File: src/rtl/button_conditioner.sv
// Conditions one raw button input: 2-flop synchronizer, counter debouncer and a
// press FSM that emits a one-cycle pulse per press plus optional auto-repeat pulses.
module button_conditioner #(
  parameter int CLK_FREQ        = 100_000_000,
  parameter int DEBOUNCE_MS     = 10,
  parameter int REPEAT_DELAY_MS = 500,
  parameter int REPEAT_RATE_MS  = 100,
  parameter int REPEAT_EN       = 1
) (
  input  logic clk,
  input  logic reset,
  input  logic btn_raw,
  output logic level,
  output logic pulse,
  output logic held
);

  localparam int DB_CYC    = CLK_FREQ / 1000 * DEBOUNCE_MS;
  localparam int DELAY_CYC = CLK_FREQ / 1000 * REPEAT_DELAY_MS;
  localparam int RATE_CYC  = CLK_FREQ / 1000 * REPEAT_RATE_MS;
  localparam int MAX_AB    = (DB_CYC > DELAY_CYC) ? DB_CYC : DELAY_CYC;
  localparam int MAX_CYC   = (MAX_AB > RATE_CYC) ? MAX_AB : RATE_CYC;
  localparam int CW        = $clog2(MAX_CYC + 1);

  localparam logic [CW-1:0] CNT_MAX  = CW'(MAX_CYC);
  localparam logic [CW-1:0] DB_M1    = CW'(DB_CYC - 1);
  localparam logic [CW-1:0] DELAY_M1 = CW'(DELAY_CYC - 1);
  localparam logic [CW-1:0] RATE_M1  = CW'(RATE_CYC - 1);

  if (DB_CYC < 1 || DELAY_CYC < 1 || RATE_CYC < 1) begin : g_bad_timing
    $error("button_conditioner: every derived cycle count must be >= 1");
  end

  typedef enum logic [1:0] {IDLE, HOLD, REPEAT} state_t;

  logic          sync1_q, sync1_d;
  logic          sync_q, sync_d;
  logic          level_q, level_d;
  logic [CW-1:0] db_cnt_q, db_cnt_d;
  state_t        state_q, state_d;
  logic [CW-1:0] rpt_cnt_q, rpt_cnt_d;
  logic          pulse_q, pulse_d;
  logic          held_q, held_d;

  // Synchronizer and debouncer.
  always_comb begin
    sync1_d  = btn_raw;
    sync_d   = sync1_q;
    level_d  = level_q;
    db_cnt_d = '0;
    if (sync_q != level_q) begin
      if (db_cnt_q == DB_M1) begin
        level_d  = ~level_q;
        db_cnt_d = '0;
      end else begin
        db_cnt_d = (db_cnt_q == CNT_MAX) ? db_cnt_q : db_cnt_q + CW'(1);
      end
    end
  end

  always_ff @(posedge clk) begin
    if (reset) begin
      sync1_q  <= 1'b0;
      sync_q   <= 1'b0;
      level_q  <= 1'b0;
      db_cnt_q <= '0;
    end else begin
      sync1_q  <= sync1_d;
      sync_q   <= sync_d;
      level_q  <= level_d;
      db_cnt_q <= db_cnt_d;
    end
  end

  // FSM state register, including the registered outputs.
  always_ff @(posedge clk) begin
    if (reset) begin
      state_q   <= IDLE;
      rpt_cnt_q <= '0;
      pulse_q   <= 1'b0;
      held_q    <= 1'b0;
    end else begin
      state_q   <= state_d;
      rpt_cnt_q <= rpt_cnt_d;
      pulse_q   <= pulse_d;
      held_q    <= held_d;
    end
  end

  always_comb begin
    state_d = state_q;
    case (state_q)
      IDLE:    if (level_q) state_d = HOLD;
      HOLD: begin
        if (!level_q) state_d = IDLE;
        else if (REPEAT_EN != 0 && rpt_cnt_q == DELAY_M1) state_d = REPEAT;
      end
      REPEAT:  if (!level_q) state_d = IDLE;
      default: state_d = IDLE;
    endcase
  end

  // Release takes priority over a repeat deadline: every pulse requires level_q.
  always_comb begin
    pulse_d   = 1'b0;
    rpt_cnt_d = rpt_cnt_q;
    held_d    = (state_d == REPEAT);
    case (state_q)
      IDLE: begin
        if (level_q) begin
          pulse_d   = 1'b1;
          rpt_cnt_d = '0;
        end
      end
      HOLD: begin
        if (level_q) begin
          if (REPEAT_EN != 0 && rpt_cnt_q == DELAY_M1) begin
            pulse_d   = 1'b1;
            rpt_cnt_d = '0;
          end else begin
            rpt_cnt_d = (rpt_cnt_q == CNT_MAX) ? rpt_cnt_q : rpt_cnt_q + CW'(1);
          end
        end
      end
      REPEAT: begin
        if (level_q) begin
          if (rpt_cnt_q == RATE_M1) begin
            pulse_d   = 1'b1;
            rpt_cnt_d = '0;
          end else begin
            rpt_cnt_d = (rpt_cnt_q == CNT_MAX) ? rpt_cnt_q : rpt_cnt_q + CW'(1);
          end
        end
      end
      default: ;
    endcase
  end

  assign level = level_q;
  assign pulse = pulse_q;
  assign held  = held_q;

endmodule

File: config.mk
export PLATFORM = sky130hd
export DESIGN_NAME = button_conditioner
export DESIGN_NICKNAME = d
export VERILOG_FILES = /design/src/rtl/button_conditioner.sv
export SDC_FILE = /design/constraint.sdc
export NUM_CORES = 1
export LEC_CHECK = 0
export ABC_AREA = 1
export ABC_CLOCK_PERIOD_IN_PS = 3200
export BUFFER_PORTS_ARGS = -buffer_cell sky130_fd_sc_hd__buf_2
export CORE_MARGIN = 8
export CORE_UTILIZATION = 37
export CTS_CLUSTER_SIZE = 30
export DETAILED_ROUTE_END_ITERATION = 8
export PLACE_DENSITY = 0.49
export RECOVER_POWER = 25
export SYNTH_ARGS = -nofsm -noshare
export SYNTH_HDL_FRONTEND = slang
export SYNTH_SLANG_ARGS = --single-unit
File: constraint.sdc
create_clock -name clk -period 3.2 [get_ports clk]
set_clock_uncertainty 0.05 [all_clocks]
set_input_delay 0 -clock clk [delete_from_list [all_inputs] [get_ports clk]]
set_output_delay 0 -clock clk [all_outputs]
set_load 0.005 [all_outputs]
After elaboration in Yosys (flattened, before gate mapping)
Index checks and enable logic that the tools add are counted.
Storage, ports and cells
  bits in registers: 59
  bits of input ports: 3
  output and inout bits: 3
  word-level logic and storage cells: 47
Cells by class
  add/subtract/negate cells: 2
  eq/ne operators: 12
  multiplexer cells: 18
  bitwise gates (word level): 2
  reductions and logical operators: 5
Operators with widths (count)
  26-bit 2-to-1 mux: 6
  26-bit equality test, second input constant: 3
  26-bit one-hot mux with 3 select lines: 1
  26-bit by 1-bit adder with 26-bit output, second input constant: 2
  26-bit by 20-bit equality test with 1-bit output, second input constant: 1
  26-bit by 24-bit equality test with 1-bit output, second input constant: 1
  2-bit 2-to-1 mux: 4
  2-bit != test, second input constant: 3
  2-bit one-hot mux with 3 select lines: 1
  1-bit 2-to-1 mux: 5
  2-bit equality test, second input constant: 2
  4-bit AND reduction: 1
  1-bit one-hot mux with 3 select lines: 1
  3-bit nonzero test: 1
  3-bit OR reduction: 1
  2-bit by 1-bit equality test with 1-bit output, second input constant: 1
  2-bit logical NOT: 1
  1-bit NOT: 2
  2-bit AND reduction: 1
  1-bit != test: 1

Logic depth before layout (Yosys ltp)
Gate-level depths: netlist (run 1).
  depth in word-level cells: 5
  gate-level depth with buffers: 12
  gate-level depth less buffers: 12

Worst setup path before layout (run 1)
OpenSTA, ideal clock, no wires.
  path kind: register to register
  start: register rpt_cnt_q[0]
  end: register rpt_cnt_q[19]
  data arrival time: 1.503 ns
  data required time: 3.018 ns
  setup slack: 1.515 ns
  stages on the path, launching flop included: 12
  buffers on the path: 1
  cell sequence: dfxtp_1 > ha_1 > nand2_1 > nor2_4 > nand2_1 > nor2_2 > nand3_2 > nand2_1 > nand2_2 > buf_4 > nand3_1 > a21oi_1
Between the ends
  word-level cells in the longest chain between the ends: 5
RTL lines
  from (decl): line 41  | logic [CW-1:0] rpt_cnt_q, rpt_cnt_d;
  from (signal assigned): line 84  | rpt_cnt_q <= rpt_cnt_d;
  26-bit by 1-bit adder with 26-bit output / 26-bit equality test (equally long branches): line 121, 131
  26-bit 2-to-1 mux: line 121, 131
  26-bit 2-to-1 mux, on equally long branches: line 127, 117
  26-bit 2-to-1 mux, on equally long branches: line 126, 116
  26-bit one-hot mux with 3 select lines *: line 108  | case (state_q)
Every way passes the cells marked *; elsewhere a longest branch is shown, timed or not. The select of a mux whose other input is x is not followed.
A chain may end at the register's enable or synchronous reset.

Worst setup path in the final report (run 1)
  start: register state_q[1]
  end: register rpt_cnt_q[12]
Between the ends
  word-level cells in the longest chain between the ends: 3
RTL lines
  from (decl): line 40  | state_t state_q, state_d;
  from (signal assigned): line 83  | state_q <= state_d;
  2-bit by 1-bit equality test with 1-bit output (tied with other cells): line 108
  2-bit != test (no source line) / 3-bit nonzero test (equally long branches)
  4-bit AND reduction (no source line)
Parallel ways exist; a longest one is shown, timed or not.

==> results.txt, run 1 <==
- Final-report setup violation count: 0
* Required time of the critical path: 3.42 ns
- The share of total power dissipated in combinational logic is 0.012.
- The number of hold violations in the final report was 0.
- TritonRoute pass-1 iters: 4
* Most frequent CP cell: sky130_fd_sc_hd__inv_1
- Counting every net in the synthesized netlist gives 599.
- Critical Path Max Stage Delay: 0.79 ns
* Number of CTS-inserted buffers: 9
- Unrepaired setup endpoints after global routing: false
* Worst Path Class, Setup: reg -> reg
- Part of the total power dissipated in sequential elements: 0.508
- The cell area that synthesis handed to floorplanning was 0.003670 mm².
- The tool flagged a number of max-cap violations equal to 0.
- In this run the most critical hold path is launched from reset.
- Slew HR: 0.3621
- Overall fraction of global-route tracks in use: 0.1508
- Data arrival, critical path: 2.80 ns
- The analysis attributes to cell leakage a power of 1.540 nW.
- Switching share of power: 0.2302
- Counting instances, the worst hold path has a depth of 2.
* Fin crit period: 2.577 ns
- H-Tree Depth: 3
* Sinks on the clock net: 59
- Power per Cell Area: 364.6 mW/mm²
- Once routing completed, OpenROAD measured the worst setup slack at 0.6231 ns.
- The floorplan has 36 rows.
- After filler insertion, the fill cell instance count of the layout stands at 1,066.
- The library cell used most frequently in the layout, excluding fill and tap cells, is sky130_fd_sc_hd__nand2_1.
- The initial antenna violation count was 0.
- Synth-to-Final Area Change: 8.422%
- Proportion of netlist area held by the largest area contributor: 0.3219
* Total congestion overflow: 0
* Path type of the worst min-delay path: in -> reg
- The first global-routing pass estimated 15,880 µm of wire.
- IR analysis of the VDD net gives a maximum drop of 0.1655 mV.
- Post_cts resized: 0
* Die Span X: 115.6 µm
- Final WL: 9373 µm
* Worst-case clock buffer depth: 2
- Status: finished, final reports clean
- In this run the clock root is driven by a sky130_fd_sc_hd__clkbuf_8.
- Iteration-0 DRC count of the detailed router: 185
* Biggest area contributors in the synthesized netlist: sky130_fd_sc_hd__dfxtp_1 32%, sky130_fd_sc_hd__nand2_1 16%, sky130_fd_sc_hd__nor2_1 9.0%, sky130_fd_sc_hd__inv_1 8.9%, sky130_fd_sc_hd__nand3_1 7.0%
* Power consumption: 1.451 mW
- Sequential cell area fraction in the yosys report: 0.3219
- After detailed routing, the number of vias per cell comes to 4.785.
- In the routed design, unresolved DRC markers number 0.
* Crit path max-delay cell type: sky130_fd_sc_hd__a31oi_2
- End point of the most critical hold path: state_q[0]
* Number of synthesis warnings: 0
- Pin count of the biggest net entering global routing: 22
* Worst Reg-to-Reg Cells: 8
- Antenna-violating nets left: 0
* Via count of the first global-routing pass: 3,378
- Crit path launch type: flop
* Switching power summed over all nets: 0.3340 mW
* Pre-CTS worst setup slack: 0.9620 ns
- Routability-driven placement finished with a final weighted congestion of 0.8737.
- The total area inside the core boundary comes to 0.009684 mm².
* Detailed-route wire length per cell: 12.77 µm
- The later pin in the worst-skew pair is clocked with a latency of 0.35 ns.
- In the synthesized netlist, the number of instances is 588.
* Share of post-route cells with drive strength above 1: 0.06988
- Total number of vias: 3,512
* Commonest cells after routing, fill and taps aside: 152 x sky130_fd_sc_hd__nand2_1, 90 x sky130_fd_sc_hd__nor2_1, 87 x sky130_fd_sc_hd__inv_1
- Leading area contributor after synthesis: sky130_fd_sc_hd__dfxtp_1
* Final cycle utilization of the critical path: 0.8053
* DIE AREA: 0.01336 mm²
- IO Count: 6
- Critical Path Sink Type: flop
- The final max-slew violation count was 0.
- Detailed placement finished with a half-perimeter wire length of 6900 µm.
- Initial core utilization: 0.3789
* Worst-case register-to-register setup slack: 0.62 ns
- For this run, the post-layout net count is 607.
- The floorplan step set the die height to 115.6 µm.
- Postcts setup bufs: 0
- Number of synthesized register bits: 59
- Walking the worst path, the cells encountered are inv_1 -> ha_1 -> inv_1 -> a31oi_2 -> inv_4 -> nor2_4 -> nand3_1 -> a21oi_1.
- Highest attainable clock frequency: 388.1 MHz
- Of all nets on the critical path, the largest fanout is 18.
- The repair_antennas step left the layout with diodes totalling 0.
* Terminus of the critical flop-to-flop path: rpt_cnt_q[12]
- Hold Buf Count CTS: 1
- Internal power summed over all cells: 1.117 mW
- Each instance of the synthesized netlist takes up on average 6.241 µm².
- The share of total power dissipated in the clock network is 0.480.
- Cell variety after synth: 32
- Worst-margin pin slew: 0.9539 ns
- The startpoint identified for the worst register-to-register timing path is state_q[1].
- The count of buffers added on input and output ports is 5.
- TritonCTS built the clock tree.
* Clk slew on worst S/H paths: 0.07 ns
- Setup TNS: 0 ns
worst max-delay path: cells and delay by family, from the launching register on:
family,cells,cell delay (ns)
DFF,1,0.33
AOI/OAI and AO/OA,2,0.92
adders and majority gates,1,0.22
buffers and inverters,3,0.46
and+or+nand+nor,2,0.52
area by class of cell:
type                       instances  area [µm²]  share of cell area
multi-input combinational        428        2057              0.5170
sequential                        59        1181              0.2969
inverter                          92       347.8             0.08742
tap                              133       166.4             0.04182
clock buffer                      11       141.4             0.03553
clock inverter                     5       52.55             0.01321
timing repair buffer               6       32.53            0.008176
cell usage after synthesis:
master,n
sky130_fd_sc_hd__nand2_1,152
sky130_fd_sc_hd__nor2_1,88
sky130_fd_sc_hd__inv_1,87
sky130_fd_sc_hd__dfxtp_1,59
sky130_fd_sc_hd__nand3_1,51
sky130_fd_sc_hd__a21oi_1,35
sky130_fd_sc_hd__nand4_1,18
sky130_fd_sc_hd__nor3_1,16
sky130_fd_sc_hd__o21ai_0,12
sky130_fd_sc_hd__xor2_1,11
sky130_fd_sc_hd__ha_1,8
sky130_fd_sc_hd__nor2_4,5
sky130_fd_sc_hd__or2_2,5
sky130_fd_sc_hd__inv_2,4
sky130_fd_sc_hd__nor2_2,4
sky130_fd_sc_hd__buf_4,3
sky130_fd_sc_hd__clkbuf_1,3
sky130_fd_sc_hd__nand2_2,3
sky130_fd_sc_hd__nand3_2,3
sky130_fd_sc_hd__nand3b_1,3
sky130_fd_sc_hd__xnor2_1,3
sky130_fd_sc_hd__and2_1,2
sky130_fd_sc_hd__and3_1,2
sky130_fd_sc_hd__buf_2,2
sky130_fd_sc_hd__nor4_1,2
sky130_fd_sc_hd__a31oi_1,1
sky130_fd_sc_hd__a31oi_4,1
sky130_fd_sc_hd__buf_6,1
sky130_fd_sc_hd__inv_4,1
sky130_fd_sc_hd__nand2_4,1
sky130_fd_sc_hd__nor3_2,1
sky130_fd_sc_hd__o2111ai_1,1
sequential cells by signal, summed over array words and instances, names as in the netlist:
name,cells
level,1
state_q,2
held,1
pulse,1
db_cnt_q,26
rpt_cnt_q,26
sync1_q,1
sync_q,1
how the worst max path moves through the flow:
stage                      start             to  cells past startpoint  slack (ns)
global route          state_q[1]  rpt_cnt_q[17]                      8        0.37
CTS                  db_cnt_q[1]   db_cnt_q[13]                     10        0.95
global placement     db_cnt_q[1]    db_cnt_q[1]                     10        0.99
detailed placement   db_cnt_q[1]   db_cnt_q[13]                     10        0.96
finish                state_q[1]  rpt_cnt_q[12]                      8        0.62
floorplan           rpt_cnt_q[0]  rpt_cnt_q[19]                     11        1.51
logic make-up after synthesis:
| logic type | share of synthesized area |
|---|---|
| xor+xnor | 0.03341 |
| simple gates | 0.4337 |
| fa+ha+maj | 0.02728 |
| buf+inv | 0.1098 |
| flops | 0.3219 |
| compound gates | 0.07399 |
per-stage QoR:
step	cell area, µm²	hold WS, ns	util	instances
2_1_floorplan	3670	0.05697	-	588
3_3_place_gp	3806	0.1551	0.3930	717
3_5_place_dp	3806	0.1641	0.3930	717
4_1_cts	4010	0.02545	0.4141	734
5_1_grt	3979	0.05317	0.4109	734
6_report	3979	0.03080	0.4109	734
power by group through the flow:
stage / clock network, mW / logic (mW) / registers (mW)
3_3_place_gp: 0 / 0.0170 / 0.753
4_1_cts: 0.720 / 0.0182 / 0.736
3_5_place_dp: 0 / 0.0172 / 0.753
5_1_grt: 0.759 / 0.0202 / 0.736
2_1_floorplan: 0 / 0.0120 / 0.753
6_report: 0.697 / 0.0177 / 0.736
metal layers:
layer	part of all wire	GRT usage	wire, µm
met1	0.47	0.1771	4374
met2	0.49	0.2609	4583
met3	0.024	0.02501	229
met4	0.020	0.07268	185
met5	0	0	0
No activity file was read; power rests on OpenSTA's default activity.
==> run 2, diff against run 1 <==
--- a/config.mk
+++ b/config.mk
@@ -6,13 +6,13 @@
 export NUM_CORES = 1
 export LEC_CHECK = 0
 export ABC_AREA = 1
-export ABC_CLOCK_PERIOD_IN_PS = 3200
+export ABC_CLOCK_PERIOD_IN_PS = 2220
 export BUFFER_PORTS_ARGS = -buffer_cell sky130_fd_sc_hd__buf_2
 export CORE_MARGIN = 8
 export CORE_UTILIZATION = 37
 export CTS_CLUSTER_SIZE = 30
 export DETAILED_ROUTE_END_ITERATION = 8
-export PLACE_DENSITY = 0.49
+export PLACE_DENSITY = 0.5
 export RECOVER_POWER = 25
 export SYNTH_ARGS = -nofsm -noshare
 export SYNTH_HDL_FRONTEND = slang
==> constraint.sdc (replaced) <==
create_clock -name clk -period 2.22 [get_ports clk]
set_clock_uncertainty 0.05 [all_clocks]
set_input_delay 0 -clock clk [delete_from_list [all_inputs] [get_ports clk]]
set_output_delay 0 -clock clk [all_outputs]
set_load 0.005 [all_outputs]
==> run 2 against run 1 <==
  * Sequential power rose by 44%
  * Setup slack worse by 0.37 ns
  * Combinational power rose by 63%
  * Cell count increased by 0.95%
  * Sequential share of layout area fell by 0.48 points
  * Sequential cell count unchanged
  * Largest cell class unchanged
  * Critical path type unchanged
  * Design area is 1.6% higher
==> results.txt, run 2 (synthesis gave the netlist of run 1 again) <==
- STA classifies the critical path startpoint as a flop.
- The number of global-route vias before repair came to 3,355 (-0.68%).
- The standard cell core area is 0.009684 mm² (unchanged).
- Setup slack of the critical path after layout: 0.2541 ns (-0.3690 ns)
- The total inserted antenna cells was 0 (unchanged).
* Data arrival, critical path: 2.10 ns (-0.70 ns)
* Number of CTS-inserted buffers: 9 (unchanged)
- Setup TNS: 0 ns (unchanged)
- Iteration-0 DRC count of the detailed router: 164 (-11%)
* Synth-to-Final Area Change: 10.19%
- Clock root buffer: sky130_fd_sc_hd__clkbuf_8
* Via-per-instance ratio: 4.783 (about the same)
* Crit path max-delay cell type: sky130_fd_sc_hd__dfxtp_1
* Clk slew on worst S/H paths: 0.07 ns (about the same)
- By instance count, the cell type seen most on the critical path is sky130_fd_sc_hd__nand2_1.
* Worst path buffer plus inverter count: 1 (-2)
* Postcts setup bufs: 0 (unchanged)
- Family of cells with the greatest summed delay on the critical path: simple AND/OR/NAND/NOR gates
- Unrepaired setup endpoints after global routing: false
- The die footprint is 0.01336 mm² (unchanged).
- Total number of vias: 3,544 (+0.91%)
- Die Span X: 115.6 µm (unchanged)
- The level count of the clock H-tree is 3 (unchanged).
- Worst-case clock buffer depth: 2 (unchanged)
* Final number of max-transition violations: 0 (unchanged)
- The number of cells on the critical path is 11 (+3).
* Worst setup path end: rpt_cnt_q[24]
* Final cycle utilization of the critical path: 0.8856 (+0.08027)
- The highest cell delay on the worst timing path is 0.41 ns (-0.38 ns).
- Power per Cell Area: 534.9 mW/mm² (+47%)
- Final WL: 9208 µm (-1.8%)
* Power consumption: 2.163 mW (+49%)
* Placed wire-length estimate: 6981 µm (+1.2%)
- Final hold viol count: 0 (unchanged)
* Filler cell count in the final layout: 1,068 (+0.19%)
- Cell total after placement: 723 (+0.84%)
- The highest clock frequency the design can meet was 508.7 MHz (+31%).
- Worst Path Class, Setup: reg -> reg
- The depth of the most critical reg-to-reg path was 11 (+3).
- The final period demand of the worst path came to 1.966 ns (-0.6110 ns).
* Row count: 36 (unchanged)
- Reported max-cap violation count: 0 (unchanged)
- Initial core utilization: 0.3789 (unchanged)
* Footprint of the flip-flops and latches: 0.001181 mm² (unchanged)
- Pin count of the biggest net entering global routing: 21 (-4.5%)
* Peak VDD IR: 0.3172 mV (+92%)
* Worst-margin pin slew: 1.000 ns (+0.04653 ns)
- Worst-case register-to-register setup slack: 0.25 ns (-0.37 ns)
- Leading registers by flop count: db_cnt_q (26), rpt_cnt_q (26), state_q (2)
- The post-route DRC violation count came to 0 (unchanged).
* Critical Path Sink Type: flop
* Post-route worst hold slack: 0.3748 ns (+0.3440 ns)
- The share of layout cells above drive strength 1 is 0.07237 (+0.002485).
* First-pass GRT wire length: 15,480 µm (-2.5%)
- The port buffer count is 5 (unchanged).
- The die outline height came to 115.6 µm (unchanged).
* Status: finished, final reports clean
- Total congestion overflow: 0 (unchanged)
- The headroom to the max-slew limit was 0.3331 (-0.02900).
* Cell breakdown of the critical path: ha_1 -> nand2_1 -> nor2_4 -> nand2_1 -> nor2_1 -> nand3_2 -> nand2_1 -> nand2_2 -> buf_4 -> nand3_1 -> a21oi_1
* Final weighted congestion in routability-driven placement: 0.8525 (-2.4%)
- The clock insertion delay at the later pin of the skew report was 0.34 ns (about the same).
- Origin of the critical flop-to-flop path: rpt_cnt_q[0]
- The required time reported for the critical path endpoint is 2.35 ns (-1.07 ns).
* Most frequent standard cell in the layout excluding fill and tap cells: sky130_fd_sc_hd__nand2_1
* Commonest cells after routing, fill and taps aside: 152 x sky130_fd_sc_hd__nand2_1, 90 x sky130_fd_sc_hd__nor2_1, 87 x sky130_fd_sc_hd__inv_1
* TritonRoute pass-1 iters: 4 (unchanged)
- Final cell count without fillers: 741 (+0.95%)
* TritonCTS clock tree: done
- IO Count: 6 (unchanged)
- Count of nets after finishing: 614 (+1.2%)
- The initial antenna violation count was 0 (unchanged).
* Post_cts resized: 0 (unchanged)
* Leakage: 1.567 nW (+1.7%)
- The area of the multi-input gates was 0.002061 mm² (+0.18%).
* Path type of the worst min-delay path: in -> reg
- The pre-CTS worst setup slack came to 0.3444 ns (-0.6177 ns).
* Crit Path Max Fanout: 14 (-4)
- Terminus of the critical flop-to-flop path: rpt_cnt_q[24]
- The number of routed nets with antenna violations was 0 (unchanged).
* Sinks on the clock net: 59 (unchanged)
- The depth of the worst hold-timing path is 4 (+2).
* Detailed-route wire length per cell: 12.43 µm (-2.7%)
- Setup crit start: rpt_cnt_q[0]
- Overall fraction of global-route tracks in use: 0.1469 (-0.003889)
- Final-report setup violation count: 0 (unchanged)
==> run 2: area by class of cell <==
type                    instances  share of cell area
flip-flops and latches         59              0.2921
clock buffers                  11             0.03249
clock inverters                 5             0.01918
well taps                     133             0.04115
repair buffers                 13             0.01949
inverters                      92             0.08601
multi-input cells             428              0.5096
==> run 2: per-layer routing <==
metal	track usage	vias to the layer above	share of wire
met1	0.1714	1583	0.45
met2	0.2500	58	0.48
met3	0.03439	18	0.043
li1	-	1885	-
met5	0	-	0
met4	0.06655	0	0.022
==> run 2: through the flow <==
stage | area, µm² | utilization
after floorplan | 3670 | -
final | 4044 | 0.4176
after CTS | 4080 | 0.4213
after detailed placement | 3851 | 0.3977
after global placement | 3851 | 0.3977
after global routing | 4044 | 0.4176
==> run 2: timing repair <==
| item | in CTS | in global routing |
|---|---|---|
| hold buffers | 2 | 0 |
| endpoints found under the hold margin | 4 | 0 |
| endpoints found under the setup margin | 0 | 0 |
==> run 2: worst min path at each step <==
stage                   end    start
floorplan           sync1_q  btn_raw
global placement    sync1_q  btn_raw
detailed placement  sync1_q  btn_raw
CTS                 sync1_q  btn_raw
global route        sync1_q  btn_raw
finish              sync1_q  btn_raw
==> run 2: worst min-delay path: stages <==
cell	delay (ns)
sky130_fd_sc_hd__dlygate4sd3_1	0.52
sky130_fd_sc_hd__buf_2	0.11
sky130_fd_sc_hd__inv_1	0.04
sky130_fd_sc_hd__nor2_1	0.06
==> run 2: where the power goes <==
group | total (mW) | switching [mW] | internal, mW | leakage (nW)
Combinational | 0.0289 | 0.0206 | 0.00828 | 0.988
Clock | 1.07 | 0.444 | 0.629 | 0.103
Sequential | 1.06 | 0.00111 | 1.06 | 0.475
Total | 2.16 | 0.465 | 1.70 | 1.57
==> run 3, diff against run 2 <==
--- a/config.mk
+++ b/config.mk
@@ -6,13 +6,13 @@
 export NUM_CORES = 1
 export LEC_CHECK = 0
 export ABC_AREA = 1
-export ABC_CLOCK_PERIOD_IN_PS = 2220
+export ABC_CLOCK_PERIOD_IN_PS = 2300
 export BUFFER_PORTS_ARGS = -buffer_cell sky130_fd_sc_hd__buf_2
 export CORE_MARGIN = 8
 export CORE_UTILIZATION = 37
 export CTS_CLUSTER_SIZE = 30
 export DETAILED_ROUTE_END_ITERATION = 8
-export PLACE_DENSITY = 0.5
+export PLACE_DENSITY = 0.49
 export RECOVER_POWER = 25
 export SYNTH_ARGS = -nofsm -noshare
 export SYNTH_HDL_FRONTEND = slang
==> constraint.sdc (replaced) <==
create_clock -name clk -period 2.3 [get_ports clk]
set_clock_uncertainty 0.05 [all_clocks]
set_input_delay 0 -clock clk [delete_from_list [all_inputs] [get_ports clk]]
set_output_delay 0 -clock clk [all_outputs]
set_load 0.005 [all_outputs]
==> run 3 against run 2 <==
  * Total power fell by 2.1%
  * Hold slack got worse by 0.021 ns
  * Setup slack got worse by 0.033 ns
  * Sequential power down 4%
  * Design area grew 0.37%
  * First-iteration DRC count increased by 42%
==> results.txt, run 3 (synthesis gave the netlist of run 1 again) <==
* Share of post-route cells with drive strength above 1: 0.07769 (+0.005318)
- Reported max-cap violation count: 0 (unchanged)
* Part of the total power dissipated in combinational logic: 0.013 (about the same)
- Port Buffers: 5 (unchanged)
* Sinks on the clock net: 59 (unchanged)
* IO Count: 6 (unchanged)
- Die Height: 115.6 µm (unchanged)
- Worst-case register-to-register setup slack: 0.22 ns (-0.03 ns)
- TritonRoute pass-1 iters: 4 (unchanged)
- The final routed wirelength across all metal layers came to 9272 µm (+0.70%).
* Highest signal layer in the routed design: met4
- Switching share of power: 0.2161 (+0.0009376)
- The root buffer cell chosen for the clock tree is sky130_fd_sc_hd__clkbuf_8.
- The total overflow reported by the global router came to 0 (unchanged).
* Worst-margin pin slew: 0.9808 ns (-0.01957 ns)
* Unrepaired setup endpoints after global routing: false
- The maximum fanout along the worst path is 15 (+1).
- The initial antenna violation count was 0 (unchanged).
* Pre-CTS worst setup slack: 0.2440 ns (-0.1004 ns)
- The leakage component of the power is 1.567 nW (about the same).
- The depth of the worst hold-timing path came to 4 (unchanged).
- Pin count of the biggest net entering global routing: 21 (unchanged)
- Final number of max-transition violations: 0 (unchanged)
- The final setup violation count is 0 (unchanged).
* Commonest cells after routing, fill and taps aside: 152 x sky130_fd_sc_hd__nand2_1, 88 x sky130_fd_sc_hd__nor2_1, 87 x sky130_fd_sc_hd__inv_1
- Worst-case clock buffer depth: 2 (unchanged)
- The highest clock frequency the design can meet came to 481.0 MHz (-5.4%).
* Origin of the critical flop-to-flop path: rpt_cnt_q[0]
* Switching power summed over all nets: 0.4577 mW (-1.6%)
- Worst Path Class, Setup: reg -> reg
* Worst Reg-to-Reg Cells: 12 (+1)
- Initial core utilization: 0.3789 (unchanged)
- The required time reported for the critical path endpoint is 2.50 ns (+0.15 ns).
- The number of nets in the final layout came to 612 (-0.33%).
- Met1 routed wirelength after detailed routing: 4296 µm (+2.7%)
* Detailed-route wire length per cell: 12.56 µm (+1.1%)
- Filler cell count in the final layout: 1,076 (+0.75%)
- Antenna-violating nets left: 0 (unchanged)
- The sequential share of power was 0.484 (-0.007).
* H-Tree Depth: 3 (unchanged)
* Post-route worst hold slack: 0.3535 ns (-0.02137 ns)
- The standard cell core area is 0.009684 mm² (unchanged).
- Placed wire-length estimate: 6936 µm (-0.65%)
* Setup slack of the critical path after layout: 0.2209 ns (-0.03316 ns)
* Critical Path Sink Type: flop
- Post_cts resized: 0 (unchanged)
- Terminus of the critical flop-to-flop path: rpt_cnt_q[1]
* Synth-to-Final Area Change: 10.60%
- The final standard cell count with taps included and fillers excluded came to 738 (-0.40%).
* Die Span X: 115.6 µm (unchanged)
- The largest registers in the layout are db_cnt_q (26), rpt_cnt_q (26), state_q (2).
- The routed length on met3 was 256 µm (-36%).
- The die footprint was 0.01336 mm² (unchanged).
- Final cycle utilization of the critical path: 0.9040 (+0.01840)
* Cell total after placement: 721 (-0.28%)
- The run finished with clean final reports.
* Clk slew on worst S/H paths: 0.07 ns (about the same)
* Fin crit period: 2.079 ns (+0.1132 ns)
- The routed wire length on met2 is 4556 µm (+3.0%).
- Slew HR: 0.3461 (+0.01305)
- The share of power burned in the clock network is 0.504 (+0.008).
- Power per Cell Area: 521.9 mW/mm² (-2.4%)
- Setup TNS: 0 ns (unchanged)
* Total number of vias: 3,541 (-0.085%)
- Crit path launch type: flop
- Data arrival, critical path: 2.28 ns (+0.18 ns)
- Number of CTS-inserted buffers: 9 (unchanged)
* Via-per-instance ratio: 4.798 (+0.32%)
- Peak VDD IR: 0.3308 mV (+4.3%)
* Overall fraction of global-route tracks in use: 0.1504 (+0.003452)
- Path type of the worst min-delay path: in -> reg
- The library cell used most frequently in the layout, excluding fill and tap cells, is sky130_fd_sc_hd__nand2_1.
* End point of the most critical hold path: sync1_q
- Row count: 36 (unchanged)
- First-pass GRT wire length: 15,820 µm (+2.2%)
* Final weighted congestion in routability-driven placement: 0.8244 (-3.3%)
- Ant. Diodes: 0 (unchanged)
- The clock insertion delay at the later pin of the skew report was 0.35 ns (about the same).
- Via count of the first global-routing pass: 3,393 (+1.1%)
* Start point of the worst min-delay path: btn_raw
* Iteration-0 DRC count of the detailed router: 233 (+42%)
- Internal power summed over all cells: 1.661 mW (-2.2%)
- Final hold viol count: 0 (unchanged)
- TritonCTS clock tree: done
* Total DRC errors in the routed layout: 0 (unchanged)
==> run 3: changes by cell type in the layout (fill, tap and decap cells not counted) <==
cell	change
sky130_fd_sc_hd__clkbuf_8	+1
sky130_fd_sc_hd__buf_4	-1
sky130_fd_sc_hd__nor2_1	-2
sky130_fd_sc_hd__a31oi_1	-1
sky130_fd_sc_hd__a31oi_4	+1
sky130_fd_sc_hd__clkbuf_2	-1
sky130_fd_sc_hd__nor2_2	+2
sky130_fd_sc_hd__buf_2	+1
sky130_fd_sc_hd__clkbuf_1	-3
==> run 3: power by group through the flow <==
stage               clock, mW  sequential, mW  combinational, mW
floorplan                   0            1.05             0.0166
global placement            0            1.05             0.0261
detailed placement          0            1.05             0.0260
CTS                      1.11            1.02             0.0287
global route             1.14            1.02             0.0306
finish                   1.07            1.02             0.0271
==> run 3: timing repair <==
item | 4_1_cts | 5_1_grt
hold endpoints to repair | 4 | 0
setup endpoints to repair | 0 | 0
hold buffers | 2 | 0
buffers inserted | 0 | 0
==> run 3: critical path, stage by stage, from the launching register on <==
cell and delay [ns]:
sky130_fd_sc_hd__dfxtp_1 0.42, sky130_fd_sc_hd__ha_1 0.20, sky130_fd_sc_hd__nand2_1 0.11, sky130_fd_sc_hd__nor2_4 0.13, sky130_fd_sc_hd__nand2_1 0.12, sky130_fd_sc_hd__nor2_2 0.14
sky130_fd_sc_hd__nand3_2 0.10, sky130_fd_sc_hd__nand2_1 0.10, sky130_fd_sc_hd__nand2_2 0.20, sky130_fd_sc_hd__nand2_1 0.14, sky130_fd_sc_hd__nand2_2 0.08, sky130_fd_sc_hd__nand2_4 0.12
sky130_fd_sc_hd__nor2_1 0.06
==> run 3: layout make-up <==
class                      count  area [µm²]  area share
sequential                    59        1181      0.2910
clock inverter                 5       77.57     0.01911
tap                          133       166.4     0.04100
timing repair buffer          11       67.56     0.01665
multi-input combinational    428        2081      0.5126
inverter                      92       347.8     0.08570
clock buffer                  10       137.6     0.03391
==> run 3: stage by stage <==
step | power, mW | util | instance area [µm²]
after global routing | 2.192 | 0.4191 | 4059
after global placement | 1.074 | 0.3961 | 3836
after CTS | 2.158 | 0.4204 | 4071
final | 2.118 | 0.4191 | 4059
after floorplan | 1.064 | - | 3670
after detailed placement | 1.074 | 0.3961 | 3836
==> run 3: per-layer routing <==
metal,global-route usage,vias up
met2,0.2655,37
met1,0.1691,1614
met3,0.03439,9
met5,0,-
li1,-,1881
met4,0.06567,0
==> run 3: worst max-delay path by stage <==
stage / startpoint / endpoint / slack [ns]
4_1_cts: rpt_cnt_q[0] / rpt_cnt_q[1] / 0.23
3_5_place_dp: rpt_cnt_q[0] / rpt_cnt_q[4] / 0.24
6_report: rpt_cnt_q[0] / rpt_cnt_q[1] / 0.22
3_3_place_gp: rpt_cnt_q[0] / rpt_cnt_q[4] / 0.31
5_1_grt: rpt_cnt_q[0] / rpt_cnt_q[1] / 0.006
2_1_floorplan: rpt_cnt_q[0] / rpt_cnt_q[19] / 0.61
